**src/rtl/axi4_lite_reg_responder.sv**
```systemverilog
// AXI4-Lite slave backed by a NUM_REGS x DATA_WIDTH register file; write and read channels run independently.
// Optional macro AXI4_LITE_RESP_SLVERR_EN: out-of-range addresses are rejected with SLVERR instead of wrapping.
module axi4_lite_reg_responder #(
  parameter int ADDR_WIDTH = 32,
  parameter int DATA_WIDTH = 32,
  parameter int NUM_REGS   = 16
) (
  input  logic                    ACLK,
  input  logic                    ARESET,
  input  logic [ADDR_WIDTH-1:0]   AWADDR,
  input  logic                    AWVALID,
  output logic                    AWREADY,
  input  logic [DATA_WIDTH-1:0]   WDATA,
  input  logic [DATA_WIDTH/8-1:0] WSTRB,
  input  logic                    WVALID,
  output logic                    WREADY,
  output logic [1:0]              BRESP,
  output logic                    BVALID,
  input  logic                    BREADY,
  input  logic [ADDR_WIDTH-1:0]   ARADDR,
  input  logic                    ARVALID,
  output logic                    ARREADY,
  output logic [DATA_WIDTH-1:0]   RDATA,
  output logic [1:0]              RRESP,
  output logic                    RVALID,
  input  logic                    RREADY
);

  localparam int STRB_W = DATA_WIDTH / 8;
  localparam int OFS    = $clog2(STRB_W);
  localparam int IDX_W  = $clog2(NUM_REGS);

  typedef enum logic [1:0] {W_IDLE, W_WAIT_D, W_WAIT_A, W_RESP} wstate_t;
  typedef enum logic {R_IDLE, R_DATA} rstate_t;

  wstate_t wstate;
  rstate_t rstate;

  logic [DATA_WIDTH-1:0] regs [NUM_REGS];

  logic [ADDR_WIDTH-1:0] addr_lat;
  logic [DATA_WIDTH-1:0] data_lat;
  logic [STRB_W-1:0]     strb_lat;

  logic                  aw_hs, w_hs, ar_hs;
  logic                  commit_en;
  logic [ADDR_WIDTH-1:0] commit_addr;
  logic [DATA_WIDTH-1:0] commit_data;
  logic [STRB_W-1:0]     commit_strb;
  logic                  commit_err;
  logic                  rd_err;

  function automatic logic [IDX_W-1:0] addr_idx(input logic [ADDR_WIDTH-1:0] a);
    return a[OFS +: IDX_W];
  endfunction

  function automatic logic [DATA_WIDTH-1:0] strb_merge(input logic [DATA_WIDTH-1:0] old_val,
                                                       input logic [DATA_WIDTH-1:0] new_val,
                                                       input logic [STRB_W-1:0]     strb);
    logic [DATA_WIDTH-1:0] res;
    res = old_val;
    for (int b = 0; b < STRB_W; b++) begin
      if (strb[b]) res[8*b +: 8] = new_val[8*b +: 8];
    end
    return res;
  endfunction

`ifdef AXI4_LITE_RESP_SLVERR_EN
  function automatic logic addr_err(input logic [ADDR_WIDTH-1:0] a);
    return |(a >> (OFS + IDX_W));
  endfunction

  assign commit_err = addr_err(commit_addr);
  assign rd_err     = addr_err(ARADDR);
`else
  assign commit_err = 1'b0;
  assign rd_err     = 1'b0;
`endif

  // Byte-offset bits (and upper bits when wrapping) are deliberately ignored.
  logic unused_addr;
  assign unused_addr = ^{AWADDR, ARADDR};

  assign aw_hs = AWVALID && AWREADY;
  assign w_hs  = WVALID && WREADY;
  assign ar_hs = ARVALID && ARREADY;

  // The write commits on whichever edge completes the second of the AW/W handshakes.
  always_comb begin
    commit_en   = 1'b0;
    commit_addr = AWADDR;
    commit_data = WDATA;
    commit_strb = WSTRB;
    case (wstate)
      W_IDLE:   commit_en = aw_hs && w_hs;
      W_WAIT_D: begin
        commit_en   = w_hs;
        commit_addr = addr_lat;
      end
      W_WAIT_A: begin
        commit_en   = aw_hs;
        commit_data = data_lat;
        commit_strb = strb_lat;
      end
      default: commit_en = 1'b0;
    endcase
  end

  always_ff @(posedge ACLK) begin
    if (ARESET) begin
      for (int i = 0; i < NUM_REGS; i++) regs[i] <= '0;
    end else if (commit_en && !commit_err) begin
      regs[addr_idx(commit_addr)] <= strb_merge(regs[addr_idx(commit_addr)], commit_data, commit_strb);
    end
  end

  always_ff @(posedge ACLK) begin
    if (ARESET) begin
      wstate  <= W_IDLE;
      AWREADY <= 1'b0;
      WREADY  <= 1'b0;
      BVALID  <= 1'b0;
      BRESP   <= 2'b00;
    end else begin
      case (wstate)
        W_IDLE: begin
          if (commit_en) begin
            wstate  <= W_RESP;
            AWREADY <= 1'b0;
            WREADY  <= 1'b0;
            BVALID  <= 1'b1;
            BRESP   <= commit_err ? 2'b10 : 2'b00;
          end else if (aw_hs) begin
            wstate   <= W_WAIT_D;
            addr_lat <= AWADDR;
            AWREADY  <= 1'b0;
            WREADY   <= 1'b1;
          end else if (w_hs) begin
            wstate   <= W_WAIT_A;
            data_lat <= WDATA;
            strb_lat <= WSTRB;
            AWREADY  <= 1'b1;
            WREADY   <= 1'b0;
          end else begin
            AWREADY <= 1'b1;
            WREADY  <= 1'b1;
          end
        end
        W_WAIT_D, W_WAIT_A: begin
          if (commit_en) begin
            wstate  <= W_RESP;
            AWREADY <= 1'b0;
            WREADY  <= 1'b0;
            BVALID  <= 1'b1;
            BRESP   <= commit_err ? 2'b10 : 2'b00;
          end
        end
        W_RESP: begin
          if (BREADY) begin
            wstate  <= W_IDLE;
            BVALID  <= 1'b0;
            AWREADY <= 1'b1;
            WREADY  <= 1'b1;
          end
        end
        default: wstate <= W_IDLE;
      endcase
    end
  end

  // RDATA samples the file before any same-edge commit lands, so reads see the pre-write value.
  always_ff @(posedge ACLK) begin
    if (ARESET) begin
      rstate  <= R_IDLE;
      ARREADY <= 1'b0;
      RVALID  <= 1'b0;
      RRESP   <= 2'b00;
      RDATA   <= '0;
    end else begin
      case (rstate)
        R_IDLE: begin
          if (ar_hs) begin
            rstate  <= R_DATA;
            ARREADY <= 1'b0;
            RVALID  <= 1'b1;
            RDATA   <= rd_err ? '0 : regs[addr_idx(ARADDR)];
            RRESP   <= rd_err ? 2'b10 : 2'b00;
          end else begin
            ARREADY <= 1'b1;
          end
        end
        R_DATA: begin
          if (RREADY) begin
            rstate  <= R_IDLE;
            RVALID  <= 1'b0;
            ARREADY <= 1'b1;
          end
        end
        default: rstate <= R_IDLE;
      endcase
    end
  end

endmodule

```
**config.mk**
```make
export PLATFORM = sky130hd
export DESIGN_NAME = axi4_lite_reg_responder
export DESIGN_NICKNAME = d
export VERILOG_FILES = /design/src/rtl/axi4_lite_reg_responder.sv
export SDC_FILE = /design/constraint.sdc
export NUM_CORES = 1
export LEC_CHECK = 0
export BUFFER_PORTS_ARGS = -buffer_cell sky130_fd_sc_hd__buf_4
export CORE_ASPECT_RATIO = 0.75
export CORE_MARGIN = 8
export CORE_UTILIZATION = 40
export DETAILED_ROUTE_END_ITERATION = 8
export PLACE_DENSITY_LB_ADDON = 0.08
export SYNTH_ARGS = -nofsm -noshare
export SYNTH_HDL_FRONTEND = slang
export SYNTH_SLANG_ARGS = --single-unit
```
**constraint.sdc**
```tcl
create_clock -name ACLK -period 5.8 [get_ports ACLK]
set_input_delay 0.58 -clock ACLK [delete_from_list [all_inputs] [get_ports ACLK]]
set_output_delay 0.58 -clock ACLK [all_outputs]
set_load 0.01 [all_outputs]
```
Yosys cells after proc, flatten, opt, wreduce, memory -nomap -nowiden
Memory sizes are Yosys's and may differ from the RTL's. A register that Yosys moved wholly into a read port is not among the register bits.
Index checks and enable logic that the tools add are counted.
{"block": "op_classes", "n_eq_ne": 13, "muxes": 51, "bitwise": 4, "n_reduce_logical": 19}
{"cell": "8-bit two-way mux", "n": 12}
{"cell": "32-bit two-way mux", "n": 2}
{"cell": "32-bit OR reduction", "n": 1}
{"cell": "1-bit two-way mux", "n": 20}
{"cell": "2-bit AND reduction", "n": 8}
{"cell": "4-bit two-way mux", "n": 3}
{"cell": "3-bit != test (second input constant)", "n": 4}
{"cell": "2-bit two-way mux", "n": 5}
{"cell": "1-bit one-hot mux with 3 select lines", "n": 3}
{"cell": "2-bit != test (second input constant)", "n": 4}
{"cell": "1-bit one-hot mux with 2 select lines", "n": 4}
{"cell": "6-bit two-way mux", "n": 1}
{"cell": "2-bit one-hot mux with 3 select lines", "n": 1}
{"cell": "5-bit AND reduction", "n": 1}
{"cell": "2-bit equality test (second input constant)", "n": 2}
{"cell": "1-bit logical AND", "n": 4}
{"cell": "4-bit != test (second input constant)", "n": 1}
{"cell": "1-bit inverter", "n": 4}
{"cell": "4-bit AND reduction", "n": 1}
{"cell": "3-bit AND reduction", "n": 1}
{"cell": "3-bit OR reduction", "n": 1}
{"cell": "2-bit by 1-bit equality test with 1-bit output (second input constant)", "n": 1}
{"cell": "2-bit zero test", "n": 1}
{"cell": "2-bit by 1-bit != test with 1-bit output (second input constant)", "n": 1}
{"cell": "2-bit OR reduction", "n": 1}
{"block": "totals", "register_bits": 50, "mem_bits_rw": 512, "out_inout_bits": 41, "word_cells": 98, "mem_count": 1}
{"memory": "regs", "words": 16, "width": 32, "read_ports": 1, "rd_clocked_by_memory_dff": 1, "write_ports": 16, "line_no": "39", "rtl": "logic [DATA_WIDTH-1:0] regs [NUM_REGS];"}

Depth between registers and ports, before layout
Gate-level depths: netlist (run 1).
{"block": "logic_depth", "word_depth": 9, "mapped_depth": 9, "depth_no_buf": 6}

Worst setup path after synthesis (run 1)
No wires, ideal clock.
{"block": "synth_timing", "kind": "flip-flop to flip-flop", "start": "register wstate[0]", "end": "register data_lat[0] (enable)", "setup_ns": 0.519, "arrival_time_ns": 4.821, "t_required_ns": 5.281, "slack_ns": 0.460, "path_stages_with_launch": 9, "n_path_buf": 2, "synth_period_minus_slack_ns": 5.340, "path_cell_list": "dfxtp_1 > inv_1 > ha_1 > buf_4 > inv_1 > o221ai_2 > buf_2 > and2_1 > nor4_1"}
{"block": "synth_between", "elab_chain_cells": 4}
{"item": "start: declaration", "line_no": "36", "rtl": "wstate_t wstate;"}
{"item": "start signal: assignment", "line_no": "119", "rtl": "wstate <= W_IDLE;"}
{"item": "start signal: assignment", "line_no": "128", "rtl": "wstate <= W_RESP;"}
{"item": "start signal: assignment", "line_no": "134", "rtl": "wstate <= W_WAIT_D;"}
{"item": "2-bit equality test (tied with other cells)", "line_no": "94", "rtl": "case (wstate)"}
{"item": "1-bit one-hot mux with 3 select lines", "line_no": "94"}
{"item": "1-bit inverter (no source line)"}
{"item": "5-bit AND reduction (no source line) (*)"}
{"item": "end signal: assignment", "line_no": "140", "rtl": "data_lat <= WDATA;"}
{"item": "end: declaration", "line_no": "42", "rtl": "logic [DATA_WIDTH-1:0] data_lat;"}
Mark *: on every way between the ends. The rest lies on a longest branch, timed or not.
A chain may end at the register's enable or synchronous reset.

==> summary.md, run 1 <==
| Metric | Value |
|---|---|
| Fin nets | 2,006 |
| Gpl congestion | 0.7845 |
| Die ar. | 72,880 µm² |
| Static leakage | 9.977 nW |
| Critical path peak fanout | 36 |
| Met2 Track Usage GR | 0.2886 |
| Clock Tree Buf Depth | 3 |
| Final setup fails | 0 |
| Die Span X | 309.1 µm |
| Final setup TNS | 0 ps |
| Slew HR | 0.2547 |
| Worst Setup End Kind | flip-flop |
| Power density cells | 348.9 nW/µm² |
| Final WL | 71.98 mm |
| Largest net degree at the start of global routing | 68 |
| Drt drc | 0 |
| WL/cell | 25.65 µm |
| M3 GR Usage | 0.04001 |
| Number of flops mapped to enable cells by yosys | 552 |
| Synthesis warning total | 0 |
| N_diodes | 0 |
| Total congestion overflow | 0 |
| Initial Utilization | 0.4048 |
| Clk slew on worst S/H paths | 60 ps |
| Root Driver | clkbuf_16 |
| CTS tree | yes |
| WP buf/inv | 2 |
| Setup CP Type | reg -> reg |
| Hold Path Class | in -> reg |
| Remaining antenna violation count after routing | 0 |
| Detailed-router iteration count before antenna repair | 7 |
| Sequential power share | 0.482 |
| Buffers on Ports | 87 |
| Skew final | 23.55 ps |
| Logic gate share of total power | 0.117 |
| Met1 Use GR | 0.2871 |
| Syn_area_per_cell | 13.90 µm² |
| Final min period | 3622 ps |
| Setup Fix Bufs, Post-CTS | 0 |
| Outcome | finished, final reports clean |
| Max Clk Rate | 276.1 MHz |
| Synth Instances | 1,854 |
| Fin crit share | 0.6245 |
| Net switching share of the total power | 0.2511 |
| Unrepaired setup endpoints after global routing | false |
| Most frequent cells in the layout | edfxtp_1, nor2_1, mux2i_1 |
| Vias/cell | 5.526 |
| Area delta synth->final | 13.59% |
| Final Hold Viols | 0 |
| Crit start category | flip-flop |
| Cts-stage hold buffer count | 0 |
| Final-report max-slew violation count | 0 |
| Via count | 15.51k |
| Initial antenna violation count | 2 |
| Internal power | 7.647 mW |
| Clock sinks | 592 |
| Critical Path Max Stage Delay | 960 ps |
| Global-route wire length before repair | 105.0 mm |
| Slowest stage cell, crit path | o21bai_1 |
| Worst-Margin Slew | 1090 ps |
| Vias in the first global route | 15.47k |
| P_sw | 2.563 mW |
| Ys async rst share | 0 |
| Clk pwr share | 0.401 |
| # IOs | 148 |
| CP delay by family, top | simple AND/OR/NAND/NOR gates |
| Share of post-route cells with drive strength above 1 | 0.1707 |
| Clock Latency Late Sink | 610 ps |
| H-tree depth | 3 |
| First-iteration detailed-routing DRC count | 1,360 |
| Cts repair resizes | 0 |
| Worst path required time | 6010 ps |
| Crit path cell chain | inv_1, ha_2, buf_4, mux2i_1, nor3_2, nand2_1, o21bai_1 |
| Worst Path Arrival | 3840 ps |
| Mapped cell area | 25,770 µm² |
| Gr busiest metal | met2 |
| Yosys reg bits | 592 |
| Register area share after synthesis | 0.6743 |
| Num rows | 80 |
| Final Non-Filler Cells | 2,806 |
| GRT Overall Usage | 0.1941 |
| Clock buffer count from CTS | 66 |
| Die height | 235.8 µm |
| Worst-case vdd ir drop | 0.0002358 V |
| Ys flop type | edfxtp_1 |
| Detail Placement HPWL | 45.70 mm |
| Placed Cells incl. Taps | 2,687 |
| Max-cap viol count | 0 |
| Core footprint | 63,660 µm² |
| Most common cell after layout, fill and taps aside | edfxtp_1 |
| Distinct cells, synth | 46 |
-- state kept, by name, summed over array words and instances (netlist names) --
name and count:
ARREADY 1, AWREADY 1, BVALID 1, RDATA 32, RVALID 1, WREADY 1
addr_lat 4, data_lat 32, regs 512, rstate 1, strb_lat 4, wstate 2
-- layer usage --
| metal | vias to the layer above | wire length (µm) |
|---|---|---|
| met5 | - | 0 |
| met4 | 0 | 1747 |
| met3 | 110 | 4377 |
| met2 | 460 | 31760 |
| met1 | 7987 | 34090 |
| li1 | 6950 | - |
-- stage by stage --
step	total power [mW]	hold slack, ps	cell area, µm²	worst slack, ps	utilization
3_3_place_gp	6.195	456.9	27180	2153	0.4269
2_1_floorplan	5.736	480.5	25780	459.6	-
6_report	10.21	159.5	29270	2178	0.4598
4_1_cts	10.31	128.1	29270	2075	0.4598
5_1_grt	10.54	133.0	29270	1840	0.4598
3_5_place_dp	6.212	456.2	27180	2096	0.4269
-- final timing paths --
check             startpoint           end  slack, ps  cells past startpoint
setup / recovery   wstate[0]   regs[14][4]       2180                      7
hold / removal     WDATA[15]  data_lat[15]        160                      1
setup reg to reg   wstate[0]   regs[14][4]       2180                      7
hold reg to reg       RVALID        RVALID        470                      2
-- logic make-up after synthesis --
logic type               Yosys count  synth area share
flip-flops                       592            0.6743
AND/OR/NAND/NOR                  617           0.09546
other                              1         0.0001455
AO/OA/AOI/OAI                    212           0.06196
buffers and inverters            172           0.03054
adder cells (fa/ha/maj)            5          0.002428
multiplexers                     255            0.1351
-- synth_stat cells, types with 2 or more instances --
library cell,count,area [µm²]
o21bai_1,64,480.5
o22ai_1,2,12.51
o32ai_2,3,48.80
buf_6,2,22.52
ha_1,5,62.56
mux2i_1,151,1511
inv_1,9,33.78
a32oi_1,28,245.2
nand2b_1,7,43.79
a221o_1,4,40.04
mux4_2,59,1329
clkbuf_1,113,424.2
nor2_1,519,1948
a2111oi_0,9,78.83
and2_1,3,18.77
o21a_1,2,15.01
o21ai_0,29,145.1
nor2b_1,13,81.33
nor3_1,2,10.01
nand2_1,29,108.9
edfxtp_1,552,16580
mux4_1,9,236.5
mux2_2,36,405.4
buf_4,21,157.7
buf_2,24,120.1
dfxtp_1,40,800.8
nor3_2,4,40.04
nand3_1,36,180.2
a21oi_1,6,30.03
a22oi_1,57,427.9
-- power by group through the flow --
stage          combinational (mW)  clock (mW)  sequential, mW
3_5_place_dp                 1.20           0            5.01
2_1_floorplan               0.748           0            4.99
5_1_grt                      1.28        4.33            4.93
6_report                     1.20        4.10            4.92
3_3_place_gp                 1.19           0            5.00
4_1_cts                      1.21        4.18            4.92
-- layout make-up --
cell class | count | area [µm²]
clock buffer | 92 | 1886
clock inverter | 27 | 207.7
fill | 5760 | 34390
inverter | 9 | 33.78
multi-input combinational | 1093 | 7652
sequential | 592 | 17380
tap | 861 | 1077
timing repair buffer | 132 | 1036
-- worst register-to-register path, cell delays in order (launching register included) --
cell and delay [ps]:
dfxtp_1 340, inv_1 110, ha_2 190, buf_4 470
mux2i_1 180, nor3_2 470, nand2_1 510, o21bai_1 970
Note: power is estimated with default switching activity, not from simulation.
==> run 2: changes to the inputs <==
==> constraint.sdc (replaced) <==
create_clock -name ACLK -period 3.7 [get_ports ACLK]
set_input_delay 0.37 -clock ACLK [delete_from_list [all_inputs] [get_ports ACLK]]
set_output_delay 0.37 -clock ACLK [all_outputs]
set_load 0.01 [all_outputs]
==> run 2 against run 1 <==
Clock power up 42%. Global-route usage up 0.43 points. Worst setup slack worse by 1600 ps. Die area unchanged. Utilization up 1.6 points. Largest power group unchanged. Critical path depth up 1.
==> summary.md, run 2 (same netlist as run 1, synthesis figures left out) <==
| Metric | Value |
|---|---|
| Outcome | finished, final reports clean |
| CTS tree | yes |
| Final setup margin | 593.1 ps (-1585 ps) |
| Fin crit share | 0.8397 (+0.2152) |
| Initial antenna violation count | 1 (-1) |
| Gr busiest metal | met2 |
| Vias in the first global route | 16.28k (+5.2%) |
| Detail Placement HPWL | 47.98 mm (+5.0%) |
| Slew HR | 0.1883 (-0.06634) |
| Clk slew on worst S/H paths | 60 ps (about the same) |
| Met2 Track Usage GR | 0.3008 (+0.01221) |
| Max reg flops | 512 (unchanged) |
| Static leakage | 10.56 nW (+5.8%) |
| Global-route wire length before repair | 108.0 mm (+2.9%) |
| Crit start category | flip-flop |
| Final-report max-slew violation count | 0 (unchanged) |
| Placed Cells incl. Taps | 2,808 (+4.5%) |
| Met1 Use GR | 0.2971 (+0.009943) |
| Register bank with the most flops | regs |
| Most used cell, CP | buf_4 |
| Critical path peak fanout | 17 (-53%) |
| N_diodes | 0 (unchanged) |
| Critical Path Max Stage Delay | 480 ps (-480 ps) |
| Worst path required time | 4010 ps (-2000 ps) |
| Register Area | 17,380 µm² (unchanged) |
| Clock Latency Late Sink | 630 ps (+20 ps) |
| Pre-CTS WS | 564.6 ps (-1531 ps) |
| Fin nets | 2,161 (+7.7%) |
| Fillers | 5,642 (-2.0%) |
| Hold Path Class | in -> reg |
| Clock Tree Buf Depth | 3 (unchanged) |
| Final hold slack | 46.83 ps (-112.7 ps) |
| Die height | 235.8 µm (unchanged) |
| Final WL | 73.21 mm (+1.7%) |
| Worst-case vdd ir drop | 0.0003434 V (+46%) |
| CP delay by family, top | simple AND/OR/NAND/NOR gates |
| Die Span X | 309.1 µm (unchanged) |
| Area delta synth->final | 17.60% |
| Setup CP Type | reg -> reg |
| Initial Utilization | 0.4048 (unchanged) |
| Worst-Margin Slew | 1187 ps (+97.01 ps) |
| Gpl congestion | 0.7852 (about the same) |
| # IOs | 148 (unchanged) |
| Vias/cell | 5.404 (-2.2%) |
| Unrepaired setup endpoints after global routing | false |
| Final Non-Filler Cells | 2,960 (+5.5%) |
| Skew final | 26.12 ps (+2.565 ps) |
| Remaining antenna violation count after routing | 0 (unchanged) |
| Worst Path Arrival | 3420 ps (-420 ps) |
| Final min period | 3107 ps (-515.4 ps) |
| Clock buffer count from CTS | 60 (-9.1%) |
| Num rows | 80 (unchanged) |
| WP buf/inv | 3 (+1) |
| Largest net degree at the start of global routing | 46 (-32%) |
| Max Clk Rate | 321.9 MHz (+17%) |
| Slowest stage cell, crit path | nand2_1 |
| Max-cap viol count | 0 (unchanged) |
| Most common cell after layout, fill and taps aside | edfxtp_1 |
| Share of post-route cells with drive strength above 1 | 0.2120 (+0.04131) |
| Final Hold Viols | 0 (unchanged) |
| Total congestion overflow | 0 (unchanged) |
| Drt drc | 0 (unchanged) |
| Die ar. | 72,880 µm² (unchanged) |
| Buffers on Ports | 87 (unchanged) |
| Root Driver | clkbuf_16 |
| Top flop regs | regs (512), RDATA (32), data_lat (32) |
| Power density cells | 512.6 nW/µm² (+47%) |
| First-iteration detailed-routing DRC count | 1,365 (+0.37%) |
| Clock sinks | 592 (unchanged) |
| Final setup fails | 0 (unchanged) |
| WL/cell | 24.73 µm (-3.6%) |
| Via count | 16.00k (+3.1%) |
| Tot Pwr | 15.53 mW (+52%) |
| M3 GR Usage | 0.03554 (-0.004475) |
| Core footprint | 63,660 µm² (unchanged) |
| Most frequent cells in the layout | edfxtp_1, nor2_1, buf_4 |
| Detailed-router iteration count before antenna repair | 7 (unchanged) |
| Final setup TNS | 0 ps (unchanged) |
| Area taken by multi-input logic gates | 7661 µm² (+0.11%) |
| H-tree depth | 2 (-1) |
| Worst Setup End Kind | flip-flop |
| GRT Overall Usage | 0.1984 (+0.004305) |
| Crit path cell chain | inv_1, ha_1, nand3_1, o221ai_4, buf_4, nand2_1, o21bai_1, buf_4 |
run 2: cell types whose count changed in the layout (fill, tap and decap cells not counted), moves of 2 or more:
cell | previous run | this run
buf_12 | 3 | 1
clkinv_1 | 11 | 14
clkinvlp_4 | 0 | 3
clkinv_2 | 10 | 13
clkbuf_16 | 71 | 61
clkinv_4 | 2 | 0
dlygate4sd3_1 | 0 | 40
clkbuf_1 | 18 | 16
clkbuf_8 | 3 | 0
buf_4 | 128 | 251
run 2: worst paths after layout:
| path | startpoint | end | slack (ps) | cells past startpoint |
|---|---|---|---|---|
| max | wstate[1] | regs[9][22] | 590 | 8 |
| min | RREADY | RVALID | 50 | 4 |
| max reg2reg | wstate[1] | regs[9][22] | 590 | 8 |
| min reg2reg | RVALID | RVALID | 460 | 2 |
run 2: power by group:
part,internal (mW),switching [mW]
Clock,3.22,2.59
Sequential,7.59,0.109
Combinational,0.735,1.29
Total,11.5,3.99
run 2: tightest hold or removal path: stages:
cell and delay, ps:
buf_4 80, nand2_1 40, nand2_1 50, a21oi_1 50
run 2: metal layers:
| metal | vias to the layer above | part of all wire |
|---|---|---|
| met2 | 505 | 0.44 |
| met1 | 8153 | 0.47 |
| met3 | 75 | 0.068 |
| met4 | 2 | 0.016 |
| met5 | - | 0.00018 |
| li1 | 7260 | - |
run 2: metrics by stage:
step	cell area (µm²)	util
6_report	30300	0.4760
3_5_place_dp	28070	0.4409
2_1_floorplan	25790	-
3_3_place_gp	28070	0.4409
4_1_cts	30300	0.4760
5_1_grt	30300	0.4760
run 2: area by class of cell:
| class | instances | share of cell area |
|---|---|---|
| Clock buffer | 77 | 0.05236 |
| Sequential cell | 592 | 0.5734 |
| Multi-Input combinational cell | 1093 | 0.2528 |
| Clock inverter | 35 | 0.008175 |
| Timing Repair Buffer | 293 | 0.07655 |
| Tap cell | 861 | 0.03555 |
| Inverter | 9 | 0.001115 |
run 2: repair_timing:
action	CTS	global route
endpoints found under the hold margin	40	0
buffers inserted	0	0
resized for setup	0	0
hold buffers	40	0
==> run 3: changes to the inputs <==
==> constraint.sdc (replaced) <==
create_clock -name ACLK -period 2.53 [get_ports ACLK]
set_input_delay 0.253 -clock ACLK [delete_from_list [all_inputs] [get_ports ACLK]]
set_output_delay 0.253 -clock ACLK [all_outputs]
set_load 0.01 [all_outputs]
==> run 3 against run 2 <==
Clock power grew 49%. Highest routed layer is now met4. Register-to-register slack got worse by 470 ps. Sequential share of layout area is 1.2 points lower. Critical path depth rose by 1. Flip-flop and latch count unchanged. Cell count rose by 1.5%. Maximum frequency is 29% higher. Die area stayed put. Routed wire length increased by 1.1%. Count of clock-buffer cells in the layout up 4. First-iteration DRC count grew 11%.
==> summary.md, run 3 (same netlist as run 1, synthesis figures left out) <==
| Metric | Value |
|---|---|
| Worst Setup End Kind | flip-flop |
| Sequential power share | 0.489 (-0.007) |
| Final Hold Viols | 0 (unchanged) |
| Max reg flops | 512 (unchanged) |
| Pre-CTS WS | 98.09 ps (-466.5 ps) |
| Crit start category | flip-flop |
| First-iteration detailed-routing DRC count | 1,521 (+11%) |
| Via count | 16.27k (+1.7%) |
| Core footprint | 63,660 µm² (unchanged) |
| Die height | 235.8 µm (unchanged) |
| Clock Latency Late Sink | 620 ps (about the same) |
| Final setup margin | 122.2 ps (-470.9 ps) |
| GRT Overall Usage | 0.2002 (+0.001787) |
| Worst-case vdd ir drop | 0.0005226 V (+52%) |
| Hold Path Depth | 4 (unchanged) |
| Buffers on Ports | 87 (unchanged) |
| Detail Placement HPWL | 50.70 mm (+5.7%) |
| Worst r2r path cells | 9 (+1) |
| Net switching share of the total power | 0.2535 (-0.003222) |
| Skew final | 21.85 ps (-4.266 ps) |
| Clk pwr share | 0.374 (about the same) |
| Largest net degree at the start of global routing | 68 (+48%) |
| Fillers | 5,604 (-0.67%) |
| Crit. Startpoint | wstate[1] |
| Gpl congestion | 0.8064 (+2.7%) |
| Power density cells | 744.5 nW/µm² (+45%) |
| R2r startpoint | wstate[1] |
| Clock sinks | 592 (unchanged) |
| Logic gate share of total power | 0.137 (+0.007) |
| Initial antenna violation count | 0 (-1) |
| Final min period | 2408 ps (-699.1 ps) |
| WL/cell | 24.63 µm (-0.40%) |
| Setup Fix Bufs, Post-CTS | 0 (unchanged) |
| Slew HR | 0.4233 (+0.2349) |
| Fin crit share | 0.9517 (+0.1120) |
| Vias/cell | 5.415 (+0.21%) |
| Final-report max-slew violation count | 0 (unchanged) |
| N_diodes | 0 (unchanged) |
| CTS tree | yes |
| Top flop regs | regs (512), RDATA (32), data_lat (32) |
| H-tree depth | 2 (unchanged) |
| Critical path peak fanout | 20 (+3) |
| Clk slew on worst S/H paths | 60 ps (about the same) |
| Register bank with the most flops | regs |
| Initial Utilization | 0.4048 (unchanged) |
| Hold Path Class | in -> reg |
| Global-route wire length before repair | 109.3 mm (+1.1%) |
| Internal power | 17.21 mW (+49%) |
| Post-DP Area | 28,630 µm² (+2.0%) |
| Final setup fails | 0 (unchanged) |
| Fin nets | 2,207 (+2.1%) |
| Worst path required time | 2870 ps (-1140 ps) |
| Area delta synth->final | 20.16% |
| P_sw | 5.843 mW (+47%) |
| Die ar. | 72,880 µm² (unchanged) |
| Num rows | 80 (unchanged) |
| Max Clk Rate | 415.3 MHz (+29%) |
| Final WL | 74.00 mm (+1.1%) |
| Fin area | 30,960 µm² (+2.2%) |
| Most common cell after layout, fill and taps aside | edfxtp_1 |
| Worst-Margin Slew | 864.2 ps (-322.6 ps) |
| Setup CP Type | reg -> reg |
| Share of post-route cells with drive strength above 1 | 0.2366 (+0.02458) |
| Root Driver | clkbuf_16 |
| Min-Delay Startpoint | AWVALID |
| Die Span X | 309.1 µm (unchanged) |
| Clock Tree Buf Depth | 3 (unchanged) |
| # IOs | 148 (unchanged) |
| Drt drc | 0 (unchanged) |
| Most frequent cells in the layout | edfxtp_1, nor2_1, buf_4 |
| Unrepaired setup endpoints after global routing | false |
| Static leakage | 10.93 nW (+3.5%) |
| Tot Pwr | 23.05 mW (+48%) |
| Clock buffer count from CTS | 59 (-1.7%) |
| Worst Path Arrival | 2740 ps (-680 ps) |
| Outcome | finished, final reports clean |
| Total congestion overflow | 0 (unchanged) |
| Max-cap viol count | 0 (unchanged) |
| Detailed-router iteration count before antenna repair | 5 (-2) |
| Vias in the first global route | 16.33k (+0.28%) |
| Remaining antenna violation count after routing | 0 (unchanged) |
## run 3: final timing paths
| check | end | slack, ps |
|---|---|---|
| hold reg to reg | RVALID | 470 |
| setup reg to reg | regs[8][1] | 120 |
| hold / removal | AWREADY | 40 |
| setup / recovery | regs[8][1] | 120 |
## run 3: area by class of cell
| cell class | count | area [µm²] | area share |
|---|---|---|---|
| repair buffers | 340 | 2893 | 0.09343 |
| well taps | 861 | 1077 | 0.03479 |
| multi-input cells | 1093 | 7705 | 0.2488 |
| clock inverters | 28 | 255.2 | 0.008244 |
| clock buffers | 81 | 1619 | 0.05229 |
| inverters | 9 | 33.78 | 0.001091 |
| flip-flops and latches | 592 | 17380 | 0.5613 |
## run 3: per-stage QoR
step | hold slack [ps] | utilization | instances | TNS [ps]
finish | 39.70 | 0.4864 | 3004 | 0
global route | 25.71 | 0.4864 | 3004 | 0
CTS | 3.870 | 0.4860 | 3004 | 0
detailed placement | 441.3 | 0.4498 | 2852 | 0
global placement | 439.9 | 0.4498 | 2852 | 0
floorplan | 351.9 | - | 1857 | -8497
## run 3: power by group through the flow
stage,clock (mW),combinational (mW),sequential (mW)
floorplan,0,1.75,11.4
global placement,0,3.08,11.5
CTS,8.81,3.16,11.3
finish,8.63,3.15,11.3
detailed placement,0,3.10,11.5
global route,9.16,3.38,11.3
## run 3: what timing repair did
item                       4_1_cts  5_1_grt
hold buffers                    43        0
hold endpoints to repair        44        0
gates resized for setup          0        6
setup endpoints to repair        0       93
## run 3: worst max-delay path, stage by stage (launching register included)
cell	delay (ps)
dfxtp_2	330
inv_1	70
ha_1	260
buf_4	200
nor2_1	150
a22o_1	290
nand2_1	80
buf_4	240
o21bai_1	310
buf_4	200
## run 3: routing by layer
metal | track usage | part of all wire | up-vias
met5 | 0 | 0 | -
met4 | 0.04299 | 0.017 | 0
met3 | 0.03938 | 0.068 | 75
met2 | 0.2908 | 0.43 | 502
met1 | 0.3079 | 0.48 | 8338
li1 | - | - | 7352
